## config.mk

```make
export PLATFORM = sky130hd
export DESIGN_NAME = div_clk_stim_gen
export DESIGN_NICKNAME = d
export VERILOG_FILES = /design/src/rtl/stim_pkg.sv /design/src/rtl/lfsr16.sv /design/src/rtl/div_clk_stim_gen.sv
export SDC_FILE = /design/constraint.sdc
export NUM_CORES = 1
export LEC_CHECK = 0
export CELL_PAD_IN_SITES_DETAIL_PLACEMENT = 0
export CELL_PAD_IN_SITES_GLOBAL_PLACEMENT = 1
export CORE_ASPECT_RATIO = 2
export CORE_MARGIN = 5
export CORE_UTILIZATION = 41
export DETAILED_ROUTE_END_ITERATION = 6
export PLACE_DENSITY_LB_ADDON = 0.1
export SYNTH_ARGS = -nofsm -noshare
export SYNTH_HDL_FRONTEND = slang
export SYNTH_SLANG_ARGS = --single-unit
```

## constraint.sdc

```tcl
create_clock -name clk -period 3.55 [get_ports clk]
set_clock_uncertainty 0.05 [all_clocks]
set_input_delay 1.065 -clock clk [delete_from_list [all_inputs] [get_ports clk]]
set_output_delay 1.065 -clock clk [all_outputs]
set_load 0.005 [all_outputs]
```

## src/rtl/stim_pkg.sv

```systemverilog
// Shared types and constants for the divided-clock stimulus generator.
// LFSR polynomial, default seed and the run-control state encoding.
package stim_pkg;

    localparam logic [15:0] LFSR_POLY         = 16'hB400;
    localparam logic [15:0] LFSR_DEFAULT_SEED = 16'hACE1;

    typedef enum logic [1:0] {
        IDLE,
        RUN,
        DRAIN,
        DONE
    } stim_state_e;

    function automatic logic [15:0] lfsr_next(input logic [15:0] l);
        return (l >> 1) ^ (l[0] ? LFSR_POLY : 16'h0000);
    endfunction

endpackage

```

## src/rtl/lfsr16.sv

```systemverilog
// 16-bit right-shifting Galois LFSR with synchronous load and step enable.
// A zero seed would lock up the register, so it is swapped for the default.
module lfsr16
    import stim_pkg::*;
(
    input  logic        clk,
    input  logic        rst,
    input  logic        load,
    input  logic [15:0] seed,
    input  logic        step,
    output logic        lsb
);

    logic [15:0] state;

    always_ff @(posedge clk) begin
        if (rst) begin
            state <= LFSR_DEFAULT_SEED;
        end else if (load) begin
            state <= (seed == 16'h0000) ? LFSR_DEFAULT_SEED : seed;
        end else if (step) begin
            state <= lfsr_next(state);
        end
    end

    assign lsb = state[0];

endmodule

```

## src/rtl/div_clk_stim_gen.sv

```systemverilog
// Divided-clock and pseudo-random data stimulus source for derived-clock tests.
// Every output is a flop; the divider and run FSM live in one sequential block.
module div_clk_stim_gen
    import stim_pkg::*;
#(
    parameter int DIVW       = 4,
    parameter int RUN_CYCLES = 100,
    parameter int CYCW       = 32
) (
    input  logic            clk,
    input  logic            rst,
    input  logic            start,
    input  logic [DIVW-1:0] div_ratio,
    input  logic [15:0]     seed,
    output logic            clk_div,
    output logic            clk_div_rise,
    output logic            data_q,
    output logic [CYCW-1:0] cyc,
    output logic            busy,
    output logic            done
);

    localparam logic [CYCW-1:0] CYC_LAST = CYCW'(RUN_CYCLES - 1);

    stim_state_e     state;
    logic [DIVW-1:0] n_lat;
    logic [DIVW-1:0] hp_cnt;
    logic            lfsr_lsb;
    logic            accept;
    logic            stepping;
    logic            hp_wrap;

    assign accept   = start && ((state == IDLE) || (state == DONE));
    assign stepping = (state == RUN) || (state == DRAIN);
    assign hp_wrap  = (hp_cnt == n_lat - 1'b1);

    lfsr16 u_lfsr (
        .clk  (clk),
        .rst  (rst),
        .load (accept),
        .seed (seed),
        .step (stepping),
        .lsb  (lfsr_lsb)
    );

    always_ff @(posedge clk) begin
        if (rst) begin
            state        <= IDLE;
            clk_div      <= 1'b0;
            clk_div_rise <= 1'b0;
            data_q       <= 1'b0;
            hp_cnt       <= '0;
            n_lat        <= DIVW'(1);
            cyc          <= '0;
            busy         <= 1'b0;
            done         <= 1'b0;
        end else begin
            data_q       <= lfsr_lsb;
            clk_div_rise <= 1'b0;
            unique case (state)
                IDLE, DONE: begin
                    clk_div <= 1'b0;
                    hp_cnt  <= '0;
                    if (start) begin
                        n_lat <= (div_ratio == '0) ? DIVW'(1) : div_ratio;
                        cyc   <= '0;
                        done  <= 1'b0;
                        busy  <= 1'b1;
                        state <= RUN;
                    end
                end
                RUN: begin
                    if (hp_wrap) begin
                        hp_cnt       <= '0;
                        clk_div      <= ~clk_div;
                        clk_div_rise <= ~clk_div;
                    end else begin
                        hp_cnt <= hp_cnt + 1'b1;
                    end
                    if (cyc == CYC_LAST) begin
                        state <= DRAIN;
                    end else begin
                        cyc <= cyc + 1'b1;
                    end
                end
                DRAIN: begin
                    // Only a pending high phase may finish; never start a new one.
                    if (!clk_div) begin
                        state  <= DONE;
                        busy   <= 1'b0;
                        done   <= 1'b1;
                        hp_cnt <= '0;
                    end else if (hp_wrap) begin
                        hp_cnt  <= '0;
                        clk_div <= 1'b0;
                    end else begin
                        hp_cnt <= hp_cnt + 1'b1;
                    end
                end
                default: state <= IDLE;
            endcase
        end
    end

endmodule

```

==> flow_metrics.py <==
metrics = {
    "run_status": {
        "status": "complete, no violations",
    },
    "placed_design": {
        "place_hpwl_um": 5785,
        "gp_congestion": 0.7700,
        "port_buffers": 59,
        "dp_worst_setup_slack_ns": 0.4904,
    },
    "flow_run": {
        "drv_cap": 0,
    },
    "clock_network": {
        "worstSkewPairLatency_ns": 0.33,
        "ctsHoldBuffers": 0,
        "cts_root_buf": "clkbuf_16",
        "clockBufferDepth": 2,
        "cts.reportedPaths.clkPinSlew_ns": 0.05,
        "cts_resized": 0,
        "cts_tree": "yes",
        "cts_htree_levels": 3,
        "clock_sinks": 63,
        "cts_buffers": 9,
        "cts_setup_buffers": 0,
    },
    "timing": {
        "hold_viol": 0,
        "finalCritPeriodShare_pct": 76.24,
        "fin_ws_ns": 0.8434,
        "relSlewSlack_pct": 55.73,
        "rsz0062_at_grt": "no",
        "setup_tns_ns": 0,
        "drv_slew": 0,
        "setup_violations": 0,
        "tightest_slew_ns": 0.6604,
        "min_period_ns": 2.707,
        "max_freq_mhz": 369.5,
    },
    "cells_and_area": {
        "ff_latch_area_um2": 1261,
        "nNetsFinal": 430,
        "num_antenna_cells": 0,
        "layout-drive-gt1-share_pct": 7.901,
        "multi_input_area_um2": 1617,
        "syn_to_final_growth_pct": 32.84,
        "nFillCells": 711,
    },
    "worst_setup_path": {
        "required_ns": 3.76,
        "cp_num_buf_inv": 1,
        "end_kind": "register",
        "cp_data_arrival_time_ns": 2.91,
        "startpoint_type": "primary input",
        "critPathMaxFanout": 6,
        "crit_slowest_cell": "clkdlybuf4s50_1",
        "critPathTopFamily": "simple AND/OR/NAND/NOR gates",
        "crit_type": "in2reg",
        "crit_chain": "clkdlybuf4s50_1 > mux2i_2 > nor4_4 > nand3_1 > or3_1 > a21oi_1",
        "slowest_delay_ns": 0.51,
    },
    "floorplan": {
        "core_um2": 7212,
        "dieWidth_um": 70.35,
        "dieArea_um2": 9195,
        "start_util_pct": 41.41,
        "die_h_um": 130.7,
        "ios": 60,
        "rows": 44,
    },
    "global_route": {
        "grt_max_degree": 31,
        "grt_use_total_pct": 17.54,
        "grt_first_pass_wirelength_um": 12650,
        "grt_remaining_overflow": 0,
        "antenna_found_initial": 0,
        "grt_pass1_vias": 2665,
    },
    "logic_synthesis": {
        "avgSynthCellArea_um2": 8.758,
        "synthXorXnorAreaFrac_pct": 11.14,
        "synth-warning-count": 0,
        "syn_nets": 370,
        "synth_flop_cell": "dfxtp_1",
        "synth_top_family_by_area": "simple AND/OR/NAND/NOR gates",
        "synth.distinct_cells": 44,
        "synthesis.area_um2": 2987,
        "synth_compound_area_share_pct": 12.15,
        "synth-async-reset-ratio_pct": 0,
        "synthAdderAreaFrac_pct": 2.514,
        "yosys.area_share.simple_pct": 25.05,
        "yosysSeqAreaShare_pct": 42.23,
        "synth_cells": 341,
        "synth_edf_count": 0,
        "synth_mux_area_share_pct": 3.142,
        "synth-seq-cells": 63,
    },
    "power_and_ir_drop": {
        "ir_drop_mv": 0.4035,
        "leakage_nw": 1.453,
        "p_total_mw": 2.459,
        "p_per_area_nw_per_um2": 619.9,
    },
    "routing": {
        "drt_first_pass_iters": 4,
        "via_per_inst": 5.443,
        "drt_wl_total_um": 7628,
        "drt_iter0_markers": 172,
        "drc": 0,
        "ant_nets": 0,
        "routedWlPerCell_um": 15.35,
        "vias": 2705,
    },
    "min_path": {
        "hold_path.class": "reg2reg",
    },
}
[per-layer routing]
metal / up-vias / share of wire [%] / global-route usage, %
li1: 1344 / - / -
met1: 1287 / 37 / 16.52
met2: 60 / 57 / 34.53
met3: 14 / 4.2 / 3.216
met4: 0 / 2.4 / 9.932
met5: - / 0 / 0
[kinds of logic (layout without fill, tap and decap cells)]
kind of cell,after synthesis,in the layout
AO/OA/AOI/OAI,59,59
multiplexers,9,9
buffers and inverters,26,90
flip-flops,63,63
XOR/XNOR,38,38
AND/OR/NAND/NOR,140,140
adder cells (fa/ha/maj),6,6
[stage by stage]
stage / hold WS (ns) / instances / instance area [µm²] / util (%)
2_1_floorplan: 0.3882 / 341 / 2987 / -
4_1_cts: 0.4263 / 497 / 3968 / 55.01
3_5_place_dp: 0.4114 / 482 / 3670 / 50.88
3_3_place_gp: 0.4133 / 482 / 3670 / 50.88
6_report: 0.4248 / 497 / 3968 / 55.01
5_1_grt: 0.4440 / 497 / 3968 / 55.01
[final cells by class]
| cell class | count | area share (%) |
|---|---|---|
| Sequential cell | 63 | 31.79 |
| Clock inverter | 4 | 1.135 |
| Multi-Input combinational cell | 252 | 40.74 |
| Timing Repair Buffer | 66 | 16.21 |
| Tap cell | 92 | 2.901 |
| Inverter | 9 | 0.8515 |
| Clock buffer | 11 | 6.370 |
[worst paths after layout]
kind / start / to / slack, ns / depth (start not counted)
setup / recovery: start / cyc[21] / 0.84 / 6
setup reg to reg: state[0] / cyc[21] / 1.24 / 7
hold reg to reg: hp_cnt[0] / hp_cnt[0] / 0.42 / 1
hold / removal: hp_cnt[0] / hp_cnt[0] / 0.42 / 1
[sequential cells by signal (all words and copies together), names as in the netlist]
signal	flops
cyc	32
u_lfsr.state	16
hp_cnt	4
n_lat	4
state	2
busy	1
clk_div	1
clk_div_rise	1
data_q	1
done	1
[synth_stat cells, types with 2 or more instances]
master / count / area [µm²]
a211oi_1: 8 / 60.06
a21oi_1: 21 / 105.1
a31o_2: 2 / 17.52
and3_1: 3 / 18.77
and4_1: 2 / 17.52
buf_2: 3 / 15.01
clkbuf_1: 11 / 41.29
dfxtp_1: 63 / 1261
ha_1: 6 / 75.07
inv_1: 9 / 33.78
mux2i_1: 8 / 80.08
nand2_1: 19 / 71.32
nand3_1: 21 / 105.1
nand4_1: 15 / 93.84
nor2_1: 48 / 180.2
nor3_1: 6 / 30.03
nor4_1: 11 / 68.82
nor4_4: 2 / 42.54
nor4bb_1: 2 / 20.02
o21ai_0: 12 / 60.06
o221ai_1: 2 / 17.52
o22ai_1: 6 / 37.54
or3_1: 4 / 25.02
xnor2_1: 9 / 78.83
xor2_1: 29 / 254.0
[power by group]
group / internal, mW / leakage [nW] / switching (mW)
Sequential: 0.829 / 0.514 / 0.0882
Combinational: 0.276 / 0.788 / 0.390
Clock: 0.573 / 0.151 / 0.303
Total: 1.68 / 1.45 / 0.781
[cells in the final DEF, fill, tap and decap left out, drive strengths merged, types with 2 or more instances in the layout]
cell / count
dfxtp: 63
clkdlybuf4s50: 59
nor2: 48
xor2: 29
nand3: 21
a21oi: 21
nand2: 19
nand4: 16
nor4: 13
o21ai: 12
clkbuf: 11
inv: 9
xnor2: 9
mux2i: 9
a211oi: 8
buf: 7
nor3: 7
o22ai: 6
ha: 6
or3: 4
and3: 3
clkinv: 3
nor4bb: 2
a31o: 2
and4: 2
o221ai: 2
nor4b: 2
(Power assumes the default switching activity.)
